--- src/rtl/miriscv_lsu_pkg.sv ---
// Shared types and helpers for the handshaked load/store unit.
package miriscv_lsu_pkg;

    // Access size encoding on lsu_size_i
    localparam logic [2:0] SZ_B  = 3'd0;
    localparam logic [2:0] SZ_H  = 3'd1;
    localparam logic [2:0] SZ_W  = 3'd2;
    localparam logic [2:0] SZ_D  = 3'd3;
    localparam logic [2:0] SZ_BU = 3'd4;
    localparam logic [2:0] SZ_HU = 3'd5;
    localparam logic [2:0] SZ_WU = 3'd6;

    typedef enum logic [1:0] {
        ST_IDLE,
        ST_REQ,
        ST_RESP,
        ST_DONE
    } lsu_state_e;

    // Byte enables for an 8-lane bus; narrower buses keep the low lanes
    function automatic logic [7:0] lsu_byte_en(input logic [2:0] size, input logic [2:0] off);
        logic [7:0] be;
        case (size)
            SZ_B, SZ_BU: be = 8'h01 << off;
            SZ_H, SZ_HU: be = 8'h03 << off;
            SZ_W, SZ_WU: be = 8'h0F << off;
            default:     be = 8'hFF;
        endcase
        return be;
    endfunction

    // 1 when the size exists for this XLEN and the offset is naturally aligned
    function automatic logic lsu_access_ok(input logic [2:0] size, input logic [2:0] off,
                                           input logic is64);
        logic ok;
        case (size)
            SZ_B, SZ_BU: ok = 1'b1;
            SZ_H, SZ_HU: ok = ~off[0];
            SZ_W:        ok = (off[1:0] == 2'b00);
            SZ_WU:       ok = is64 && (off[1:0] == 2'b00);
            SZ_D:        ok = is64 && (off == 3'b000);
            default:     ok = 1'b0;
        endcase
        return ok;
    endfunction

endpackage

--- src/rtl/miriscv_lsu_load_ext.sv ---
// Load lane select plus sign/zero extension of the bus read data.
module miriscv_lsu_load_ext
    import miriscv_lsu_pkg::*;
#(
    parameter int unsigned XLEN = 32
) (
    input  logic [XLEN-1:0]           rdata,
    input  logic [$clog2(XLEN/8)-1:0] off,
    input  logic [2:0]                size,
    output logic [XLEN-1:0]           data
);

    logic [XLEN-1:0] lane;

    // Move the addressed byte lane down to bit 0
    assign lane = rdata >> {off, 3'b000};

    // Extend the selected field to full width
    always_comb begin
        data = lane;
        case (size)
            SZ_B:    data = XLEN'($signed(lane[7:0]));
            SZ_BU:   data = XLEN'(lane[7:0]);
            SZ_H:    data = XLEN'($signed(lane[15:0]));
            SZ_HU:   data = XLEN'(lane[15:0]);
            SZ_W:    data = XLEN'($signed(lane[31:0]));
            SZ_WU:   data = XLEN'(lane[31:0]);
            default: data = lane;
        endcase
    end

endmodule

--- src/rtl/miriscv_lsu_bus.sv ---
// Registered req/gnt/rvalid load/store unit; stalls the core until the bus
// transaction finishes. Optional bus timeout: MIRISCV_LSU_TIMEOUT_EN.
module miriscv_lsu_bus
    import miriscv_lsu_pkg::*;
#(
    parameter int unsigned XLEN        = 32,
    parameter int unsigned ADDR_W      = 32,
    parameter int unsigned TIMEOUT_CYC = 255
) (
    input  logic              clk_i,
    input  logic              rst_i,
    input  logic              lsu_req_i,
    input  logic              lsu_we_i,
    input  logic [2:0]        lsu_size_i,
    input  logic [ADDR_W-1:0] lsu_addr_i,
    input  logic [XLEN-1:0]   lsu_data_i,
    output logic              lsu_stall_req_o,
    output logic [XLEN-1:0]   lsu_data_o,
    output logic              lsu_misalign_o,
    output logic              lsu_err_o,
    output logic              data_req_o,
    input  logic              data_gnt_i,
    output logic              data_we_o,
    output logic [XLEN/8-1:0] data_be_o,
    output logic [ADDR_W-1:0] data_addr_o,
    output logic [XLEN-1:0]   data_wdata_o,
    input  logic              data_rvalid_i,
    input  logic [XLEN-1:0]   data_rdata_i,
    input  logic              data_err_i
);

    localparam int unsigned NB    = XLEN / 8;
    localparam int unsigned OFF_W = $clog2(NB);

    lsu_state_e       state_q;
    logic             we_q;
    logic [2:0]       size_q;
    logic [OFF_W-1:0] off_q;
    logic [OFF_W-1:0] off_in;
    logic             access_ok_c;
    logic [NB-1:0]    be_c;
    logic [XLEN-1:0]  wdata_c;
    logic [XLEN-1:0]  load_data_c;

`ifdef MIRISCV_LSU_TIMEOUT_EN
    logic [15:0] to_cnt_q;
    logic        to_hit_c;

    // Timeout fires after TIMEOUT_CYC cycles spent in REQ/RESP
    assign to_hit_c = (to_cnt_q == 16'(TIMEOUT_CYC - 1));
`else
    logic unused_timeout;

    assign unused_timeout = ^32'(TIMEOUT_CYC);
`endif

    // Request decode from the live core inputs (only consumed in IDLE)
    assign off_in      = lsu_addr_i[OFF_W-1:0];
    assign access_ok_c = lsu_access_ok(lsu_size_i, 3'(off_in), XLEN == 64);
    assign be_c        = NB'(lsu_byte_en(lsu_size_i, 3'(off_in)));

    // Core is held until the one-cycle DONE state
    assign lsu_stall_req_o = lsu_req_i && (state_q != ST_DONE);

    // Replicate store data so every enabled lane carries it
    always_comb begin
        wdata_c = lsu_data_i;
        case (lsu_size_i)
            SZ_B, SZ_BU: wdata_c = {NB{lsu_data_i[7:0]}};
            SZ_H, SZ_HU: wdata_c = {(XLEN/16){lsu_data_i[15:0]}};
            SZ_W, SZ_WU: wdata_c = {(XLEN/32){lsu_data_i[31:0]}};
            default:     wdata_c = lsu_data_i;
        endcase
    end

    miriscv_lsu_load_ext #(
        .XLEN (XLEN)
    ) u_load_ext (
        .rdata (data_rdata_i),
        .off   (off_q),
        .size  (size_q),
        .data  (load_data_c)
    );

    // Transaction FSM with all core- and bus-facing outputs registered
    always_ff @(posedge clk_i) begin
        if (rst_i) begin
            state_q        <= ST_IDLE;
            we_q           <= 1'b0;
            size_q         <= 3'd0;
            off_q          <= '0;
            lsu_data_o     <= '0;
            lsu_misalign_o <= 1'b0;
            lsu_err_o      <= 1'b0;
            data_req_o     <= 1'b0;
            data_we_o      <= 1'b0;
            data_be_o      <= '0;
            data_addr_o    <= '0;
            data_wdata_o   <= '0;
`ifdef MIRISCV_LSU_TIMEOUT_EN
            to_cnt_q       <= 16'd0;
`endif
        end else begin
            case (state_q)
                ST_IDLE: begin
                    if (lsu_req_i) begin
                        we_q   <= lsu_we_i;
                        size_q <= lsu_size_i;
                        off_q  <= off_in;
                        if (!access_ok_c) begin
                            lsu_misalign_o <= 1'b1;
                            state_q        <= ST_DONE;
                        end else begin
                            data_req_o   <= 1'b1;
                            data_we_o    <= lsu_we_i;
                            data_be_o    <= be_c;
                            data_addr_o  <= {lsu_addr_i[ADDR_W-1:OFF_W], OFF_W'(0)};
                            data_wdata_o <= wdata_c;
`ifdef MIRISCV_LSU_TIMEOUT_EN
                            to_cnt_q     <= 16'd0;
`endif
                            state_q      <= ST_REQ;
                        end
                    end
                end
                ST_REQ: begin
`ifdef MIRISCV_LSU_TIMEOUT_EN
                    to_cnt_q <= to_cnt_q + 16'd1;
                    if (to_hit_c) begin
                        data_req_o <= 1'b0;
                        lsu_err_o  <= 1'b1;
                        state_q    <= ST_DONE;
                    end else
`endif
                    if (data_gnt_i) begin
                        data_req_o <= 1'b0;
                        state_q    <= ST_RESP;
                    end
                end
                ST_RESP: begin
`ifdef MIRISCV_LSU_TIMEOUT_EN
                    to_cnt_q <= to_cnt_q + 16'd1;
                    if (to_hit_c) begin
                        lsu_err_o <= 1'b1;
                        state_q   <= ST_DONE;
                    end else
`endif
                    if (data_rvalid_i) begin
                        lsu_err_o <= data_err_i;
                        if (!we_q && !data_err_i) begin
                            lsu_data_o <= load_data_c;
                        end
                        state_q <= ST_DONE;
                    end
                end
                default: begin
                    lsu_misalign_o <= 1'b0;
                    lsu_err_o      <= 1'b0;
                    state_q        <= ST_IDLE;
                end
            endcase
        end
    end

endmodule

--- config.mk ---
export PLATFORM = sky130hd
export DESIGN_NAME = miriscv_lsu_bus
export DESIGN_NICKNAME = d
export VERILOG_FILES = /design/src/rtl/miriscv_lsu_pkg.sv /design/src/rtl/miriscv_lsu_load_ext.sv /design/src/rtl/miriscv_lsu_bus.sv
export SDC_FILE = /design/constraint.sdc
export NUM_CORES = 1
export LEC_CHECK = 0
export CORE_ASPECT_RATIO = 1.75
export CORE_MARGIN = 4
export CORE_UTILIZATION = 43
export CTS_CLUSTER_SIZE = 40
export DETAILED_ROUTE_END_ITERATION = 8
export GPL_ROUTABILITY_DRIVEN = 0
export HOLD_SLACK_MARGIN = 0.05
export PLACE_DENSITY = 0.81
export SLEW_MARGIN = 20
export SYNTH_ARGS = -nofsm -noshare
export SYNTH_HDL_FRONTEND = slang
export SYNTH_SLANG_ARGS = --single-unit
--- constraint.sdc ---
create_clock -name clk_i -period 3.01 [get_ports clk_i]
set_input_delay 0.602 -clock clk_i [delete_from_list [all_inputs] [get_ports clk_i]]
set_output_delay 0.602 -clock clk_i [all_outputs]
set_load 0.005 [all_outputs]
==> results.md, run 1 <==
CTS:
- The number of instances resized during post-cts repair is 0.
- The TritonCTS sink count is 110.
- In this run the post-CTS setup repair buffer count came out at 0.
- The clock tree from TritonCTS is built.
- The count of hold buffers inserted by post-cts repair is 0.
- The number of H-tree branching levels is 3.
- Clock-pin slew was measured on the worst setup and hold paths at 70 ps.
- The clock root buffer master is clkbuf_16.
- No sink is reached through more buffers than the 2 on the longest clock path.
- The worst-skew pair later-pin latency is ~340 ps.
- Clock tree synthesis inserted a total of 9 buffers.

Critical path:
- Data on the critical path arrives at its endpoint at ~2800 ps.
- In this run the worst path has a maximum fanout of 42.
- STA classifies the critical path startpoint as an input pin.
- The worst setup path is captured at a flip-flop.
- STA puts the critical path data required time at around 3300 ps.
- The critical setup path kind is input pin to flip-flop.
- Traced cell by cell, the critical path runs through clkdlybuf4s50_1 -> inv_1 -> ha_1 -> nor4b_4 -> o311a_2 -> buf_12 -> nor2_1 -> a311oi_1.
- For this run, the slowest stage of the critical path takes 490 ps.
- The standard cell with the maximum stage delay on the critical path is clkdlybuf4s50_1.

Timing:
- For the final routed database, the setup TNS stands at 0 ps.
- The final setup skew is 8.95 ps.
- The number of failing hold endpoints at the final stage was 0.
- The worst slew margin relative to its limit is 56.3%.
- The final cycle utilization of the critical path is 84.3%.
- The number of slew-limit violations in the final report is 0.
- The count of final setup violators is 0.
- For this run, the top clock speed supported by timing is 0.394 GHz.
- The smallest clock period supported by the final layout is computed as 2540 ps.
- Setup repair after global routing left no endpoint under its margin.
- The slew at the pin with the worst max-slew slack is 656 ps.

Global routing:
- Entering global routing, the biggest net connects 66 pins.
- The initial antenna violation count was 0.
- For this run the aggregate overflow at the end of global routing stands at 0.
- The first-pass GRT wire length is roughly 24 mm.
- The number of global-route vias before repair is 5109.
- The global router's overall resource usage is 23.0%.

Run status:
- The run finished with clean final reports.

Detailed routing:
- The routed via count is between 5000 and 6000.
- In the routed design, unresolved DRC markers number 0.
- The post-detailed-route count of antenna-violating nets is 0.
- The initial DRC count is approximately 220.
- For this block, the routed nets add up to about 16 mm of wire.
- The ratio of routed vias to standard cells is 5.50.
- The average wire length per cell after detail routing is around 17 µm.
- The length of the first detailed-routing pass in iterations is 5.

Pwr:
- The completed layout was analyzed and its total power is 0.00421 W.
- The total power density per cell area is 571 nW/µm².
- The leakage component of the power is roughly 2.6 nW.
- The net switching fraction of the power is ~31%.
- Per report_power, the sequential group accounts for 41.3% of the total.
- In this run the power spent charging and discharging nets is 0.00130 W.
- The clock network fraction of total power is 26.8%.
- The combinational share of power is 31.9%.
- The largest voltage drop on the vdd net is 0.398 mV.
- The internal power contribution is 0.00291 W.

Logic synthesis:
- After synthesis the netlist holds a flip-flop and latch count of 110.
- Dividing the synthesized area by the synthesized cell count gives 8.21 µm².
- Ranked by total cell area, the synthesized netlist is headed by dfxtp_1 (45%), a21oi_1 (9.2%), nand2_1 (8.0%), a211oi_1 (5.9%), nor2_1 (4.8%).
- Yosys mapped a number of flops with a built-in enable equal to 0.
- The count of distinct cell types in the synthesized netlist is 40.
- The share of the synthesized area in the top cell type is 44.5%.
- The post-synthesis cell type with the largest combined area is dfxtp_1.
- The sequential fraction of the synthesis area is 44.5%.
- For this run, the number of Yosys warnings is 0.
- For this run, the leading register cell type out of synthesis is dfxtp_1.
- In the synthesized netlist the async set-or-reset flop fraction comes to 0%.
- The cell count after synthesis is roughly 600.
- Summing every instance area after synthesis gives roughly 4900 µm².

Floorplan:
- The die is about 89 µm wide.
- The initialized floorplan defines 51 standard-cell rows.
- The initial core utilization is 44.3%.
- The floorplan step defined a core boundary enclosing 11200 µm².
- The die height is 150 µm.
- The die outline area is 13300 µm².
- The count of boundary I/O pins is 211.

Job:
- The tool flagged a number of max-cap violations equal to 0.

Place:
- During placement, the flow inserted port buffers numbering between 200 and 250.
- Detailed placement finished with a half-perimeter wire length of ~12 mm.

Cells and area:
- The area growth from synthesis to layout is 49.1%.
- The repair_antennas step left the layout with diodes totalling 0.
- The final layout contains 902 nets.
- In the final layout, the share of cells above drive strength 1 is 6.06%.

Worst hold path:
- The path class of the lowest-slack min-delay path is flip-flop to flip-flop.
[cell usage after synthesis (2+ instances only)]
master	count
nand2_1	106
nor2_1	63
buf_2	11
buf_6	4
nor3_1	35
o2bb2ai_1	7
nand3b_1	2
o211ai_1	8
nor2b_1	5
o21ai_0	4
dfxtp_1	110
a211oi_1	39
a22o_1	8
a21oi_1	91
mux2i_1	16
inv_1	8
mux2_2	8
nor3b_1	7
clkbuf_1	29
nand3_1	6
buf_4	7
a311oi_1	2
ha_1	9
[state kept, by name, summed over array words and instances, names as in the netlist]
| signal | cells |
|---|---|
| data_wdata_o | 32 |
| lsu_data_o | 32 |
| data_addr_o | 30 |
| data_be_o | 4 |
| size_q | 3 |
| off_q | 2 |
| state_q | 2 |
| data_req_o | 1 |
| data_we_o | 1 |
| lsu_err_o | 1 |
| lsu_misalign_o | 1 |
| we_q | 1 |
[worst max-delay path, delay by kind of cell]
family | cells | cell delay [ps]
AO/OA/AOI/OAI | 2 | 720
adder cells (fa/ha/maj) | 1 | 200
buffers and inverters | 3 | 860
AND/OR/NAND/NOR | 2 | 380
[worst paths after layout]
check                  start          endpoint  slack (ps)  depth (start not counted)
max            lsu_size_i[0]  data_wdata_o[23]         470                          8
min          data_wdata_o[2]   data_wdata_o[2]         450                          2
max reg2reg       state_q[0]  data_wdata_o[23]         800                          6
min reg2reg  data_wdata_o[2]   data_wdata_o[2]         450                          2
[per-stage QoR]
stage	utilization, %	instances	setup WS (ps)	cell area (µm²)	hold slack (ps)
2_1_floorplan	-	603	742	4950	446
3_3_place_gp	63.4	908	283	7080	442
3_5_place_dp	63.4	908	121	7080	447
4_1_cts	66.0	924	483	7370	457
5_1_grt	66.0	924	263	7370	479
6_report	66.0	924	474	7370	454
[power by group through the flow]
stage | Sequential, W | Clock (W) | Combinational [W]
2_1_floorplan | 0.00177 | 0 | 0.000719
3_3_place_gp | 0.00176 | 0 | 0.00131
3_5_place_dp | 0.00177 | 0 | 0.00134
4_1_cts | 0.00174 | 0.00116 | 0.00135
5_1_grt | 0.00176 | 0.00122 | 0.00147
6_report | 0.00174 | 0.00113 | 0.00134
[cells in the final DEF (no fill, tap or decap), drive strengths merged, types with 9 or more instances in the layout]
master         Yosys  layout
nor2              63      63
ha                 9       9
nor3              35      35
dfxtp            110     110
buf               23      18
a211oi            39      39
nand2            106     106
mux2i             16      16
a21oi             91      91
clkdlybuf4s50      0     207
clkbuf            29      12
[logic make-up (layout without fill, tap and decap cells)]
group                    Yosys count  after routing  share of synthesized area, %
flip-flops                       110            110                          44.5
adder cells (fa/ha/maj)            9              9                          2.28
AND/OR/NAND/NOR                  231            231                          20.4
buffers and inverters             60            249                          5.97
AO/OA/AOI/OAI                    166            166                          21.2
multiplexers                      25             25                          5.52
other                              1              2                        0.0758
[layout make-up]
type	instances	area, µm²
timing repair buffer	225	2220
clock inverter	4	31.3
fill	924	3800
sequential	110	2200
multi-input combinational	433	2470
inverter	8	30.0
tap	132	165
clock buffer	12	256
[routing by layer]
layer / share of wire, % / up-vias / GRT usage [%]
li1: - / 2475 / -
met5: 0 / - / 0
met3: 7.4 / 47 / 4.63
met2: 54 / 228 / 41.2
met1: 35 / 2331 / 24.3
met4: 4.2 / 0 / 12.8
No activity file was read; power rests on OpenSTA's default activity.
==> inputs of run 2 (changes only) <==
- clock period: 3.01 -> 2.62 ns (I/O delays scaled with it)
==> run 2 against run 1 <==
  * Final cell count rose by 0.11%
  * Count of clock-buffer cells in the layout fell by 1
  * First-iteration DRC count fell by 13%
  * Critical endpoint is now data_req_o
  * Largest cell class unchanged
  * Largest power group unchanged
==> results.md, run 2 (synthesis results as in run 1) <==
CTS:
- The worst-skew pair later-pin latency is 340 ps.
- The tree is rooted in a clkbuf_16.
- After clock tree synthesis, the flow added hold-fix buffers numbering 0.
- The number of clock buffers added by TritonCTS is 9.
- The number of H-tree branching levels is 3.
- Post-CTS repair changed the size of 0 cells.
- Post-CTS timing repair inserted 0 buffers for setup.
- The clock tree from TritonCTS is built.
- Clock tree synthesis found a total of 110 sinks.
- In this run the deepest clock path goes through 2 buffers.
- After clock tree synthesis, the clock-pin slew on the worst setup and hold paths is 70 ps.

Timing:
- The final setup skew is 9.51 ps.
- Based on the critical path, the design can be clocked at up to 0.432 GHz.
- The clock period could shrink to about 2300 ps.
- The final worst hold slack is 456 ps.
- The number of slew-limit violations in the final report is 0.
- Measured against its own limit, the worst slew margin works out to 59.2%.
- The number of failing hold endpoints at the final stage came to 0.
- At the pin with the least slew margin, the transition time is around 600 ps.
- The final setup TNS is 0 ps.
- Setup violations remaining at the end of the flow were counted as 0.
- The final cycle utilization of the critical path is 88.3%.
- Once routing completed, OpenROAD measured the worst setup slack at 308 ps.
- Setup repair after global routing left no endpoint under its margin.

Cells and area:
- Leaving out fill and tap cells, the most frequent cells in the layout are clkdlybuf4s50_1 (207), dfxtp_1 (110), nand2_1 (106), a21oi_1 (91), nor2_1 (63).
- The most common cell after layout, fill and taps aside is clkdlybuf4s50_1.
- The share of post-route cells with drive strength above 1 is 6.05%.
- Fill cells in the final layout number 947.
- Compared with the post-synthesis result, the final layout area differs by 50.5%.
- The number of antenna diodes in the final layout is 0.
- The final net count is 904.
- The largest registers in the layout are data_wdata_o (32), lsu_data_o (32), data_addr_o (30).
- The finished layout holds about 930 standard cells, fillers aside.

Detailed routing:
- The total wirelength of the detailed-routed design is 15.6 mm.
- The routed via count is 5079.
- The DRC violation count after routing is 0.
- The count of nets left with antenna violations once routing finished came out at 0.
- The average wire length per cell after detail routing is 16.9 µm.
- The ratio of routed vias to standard cells is 5.49.
- In this run, the number of DRC markers left after iteration 0 of detailed routing was roughly 190.
- The length of the first detailed-routing pass in iterations is 5.

Global routing:
- The largest net degree at the start of global routing is 70.
- For this run, global-route usage on met1 was measured as 23.3%.
- The global router's overall resource usage is 23.1%.
- The initial antenna violation count was 0.
- The met2 routing resource usage after global routing is 42.4%.
- The total grt overflow is 0.
- The first-pass GRT wire length is 24.3 mm.
- The global routing stage identified its most utilized layer as met2.
- The met3 demand-to-capacity share in global routing is between 4 and 5%.
- The number of global-route vias before repair was 5059.

Critical path:
- The depth of the worst register-to-register path is 5.
- The standard cell with the maximum stage delay on the critical path is clkdlybuf4s50_1.
- Walking the worst path, the cells encountered are clkdlybuf4s50_1 -> ha_1 -> nor4b_4 -> o311a_2 -> buf_12 -> a21oi_1 -> a311oi_1.
- The kind of launch point of the worst setup path is an input pin.
- The delay contributed by the slowest stage of the critical path is 590 ps.
- Of all nets on the critical path, the largest fanout is 69.
- The worst setup path is captured at a flip-flop.
- The critical setup path kind is input pin to flip-flop.
- The arrival time reported for the critical path endpoint is ~2600 ps.
- The required time reported for the critical path endpoint is roughly 2900 ps.

Worst hold path:
- The path class of the tightest hold or removal check is flip-flop to flip-flop.
- The worst hold path depth is 2.

Place:
- OpenSTA, run right after detailed placement, puts the worst setup slack at -92.2 ps.
- The HPWL after detailed placement is around 12 mm.
- Counting tap cells, the placed design contains a total of 910 instances.
- The number of port buffers is around 210.

Floorplan:
- The initial core utilization is between 40% and 50%.
- The die is around 89 µm wide.
- The die outline area is approximately 13000 µm².
- roughly 210 I/O pins were placed.
- The die height is 150 µm.
- The area of the core is between 10000 and 15000 µm².
- In this run the core area contains 51 standard-cell rows.

Pwr:
- The largest voltage drop on the vdd net is between 0.4 and 0.5 mV.
- Power spread over the standard cell area amounts to roughly 670 nW/µm².
- The leakage component of the power is 2.62 nW.

Run status:
- The run finished with clean final reports.

Job:
- Max-cap violations in this run came to 0.
run 2: cell count changes in the layout (fill, tap and decap cells not counted), sizes merged:
| cell | before | now |
|---|---|---|
| clkbuf | 12 | 11 |
| buf | 18 | 20 |
| bufinv | 0 | 2 |
| clkinvlp | 3 | 1 |
run 2: worst max-delay path: cells and delay by family:
family | cells | cell delay, ps
simple gates | 1 | 310
compound gates | 3 | 630
fa+ha+maj | 1 | 230
buf+inv | 2 | 870
run 2: layout make-up:
cell class                 instances  area [µm²]  share of cell area (%)
multi-input combinational        433        2470                    33.1
clock buffer                      11         233                    3.13
clock inverter                     4        72.6                   0.975
tap                              132         165                    2.22
inverter                           8        30.0                   0.404
sequential                       110        2200                    29.6
timing repair buffer             227        2270                    30.5
run 2: per-stage QoR:
step | power, W | instance area [µm²] | util [%]
floorplan | 0.00285 | 4950 | -
global placement | 0.00356 | 7140 | 63.9
detailed placement | 0.00361 | 7140 | 63.9
CTS | 0.00502 | 7440 | 66.6
global route | 0.00525 | 7440 | 66.6
finish | 0.00498 | 7440 | 66.6
run 2: where the power goes:
| group | leakage [nW] | switching [W] | internal, W |
|---|---|---|---|
| logic | 1.58 | 0.000769 | 0.000797 |
| clock network | 0.146 | 0.000583 | 0.000832 |
| registers | 0.895 | 0.000128 | 0.00187 |
| total | 2.62 | 0.00148 | 0.00350 |
run 2: metal layers:
metal / vias to the layer above / share of wire, %
met1: 2339 / 35
met4: 0 / 4.6
li1: 2470 / -
met2: 219 / 54
met5: - / 0
met3: 51 / 7.0
run 2: final timing paths:
path | startpoint | slack [ps] | to
max reg2reg | off_q[0] | 700 | lsu_data_o[18]
min reg2reg | data_addr_o[10] | 460 | data_addr_o[10]
min | data_addr_o[10] | 460 | data_addr_o[10]
max | lsu_size_i[1] | 310 | data_req_o
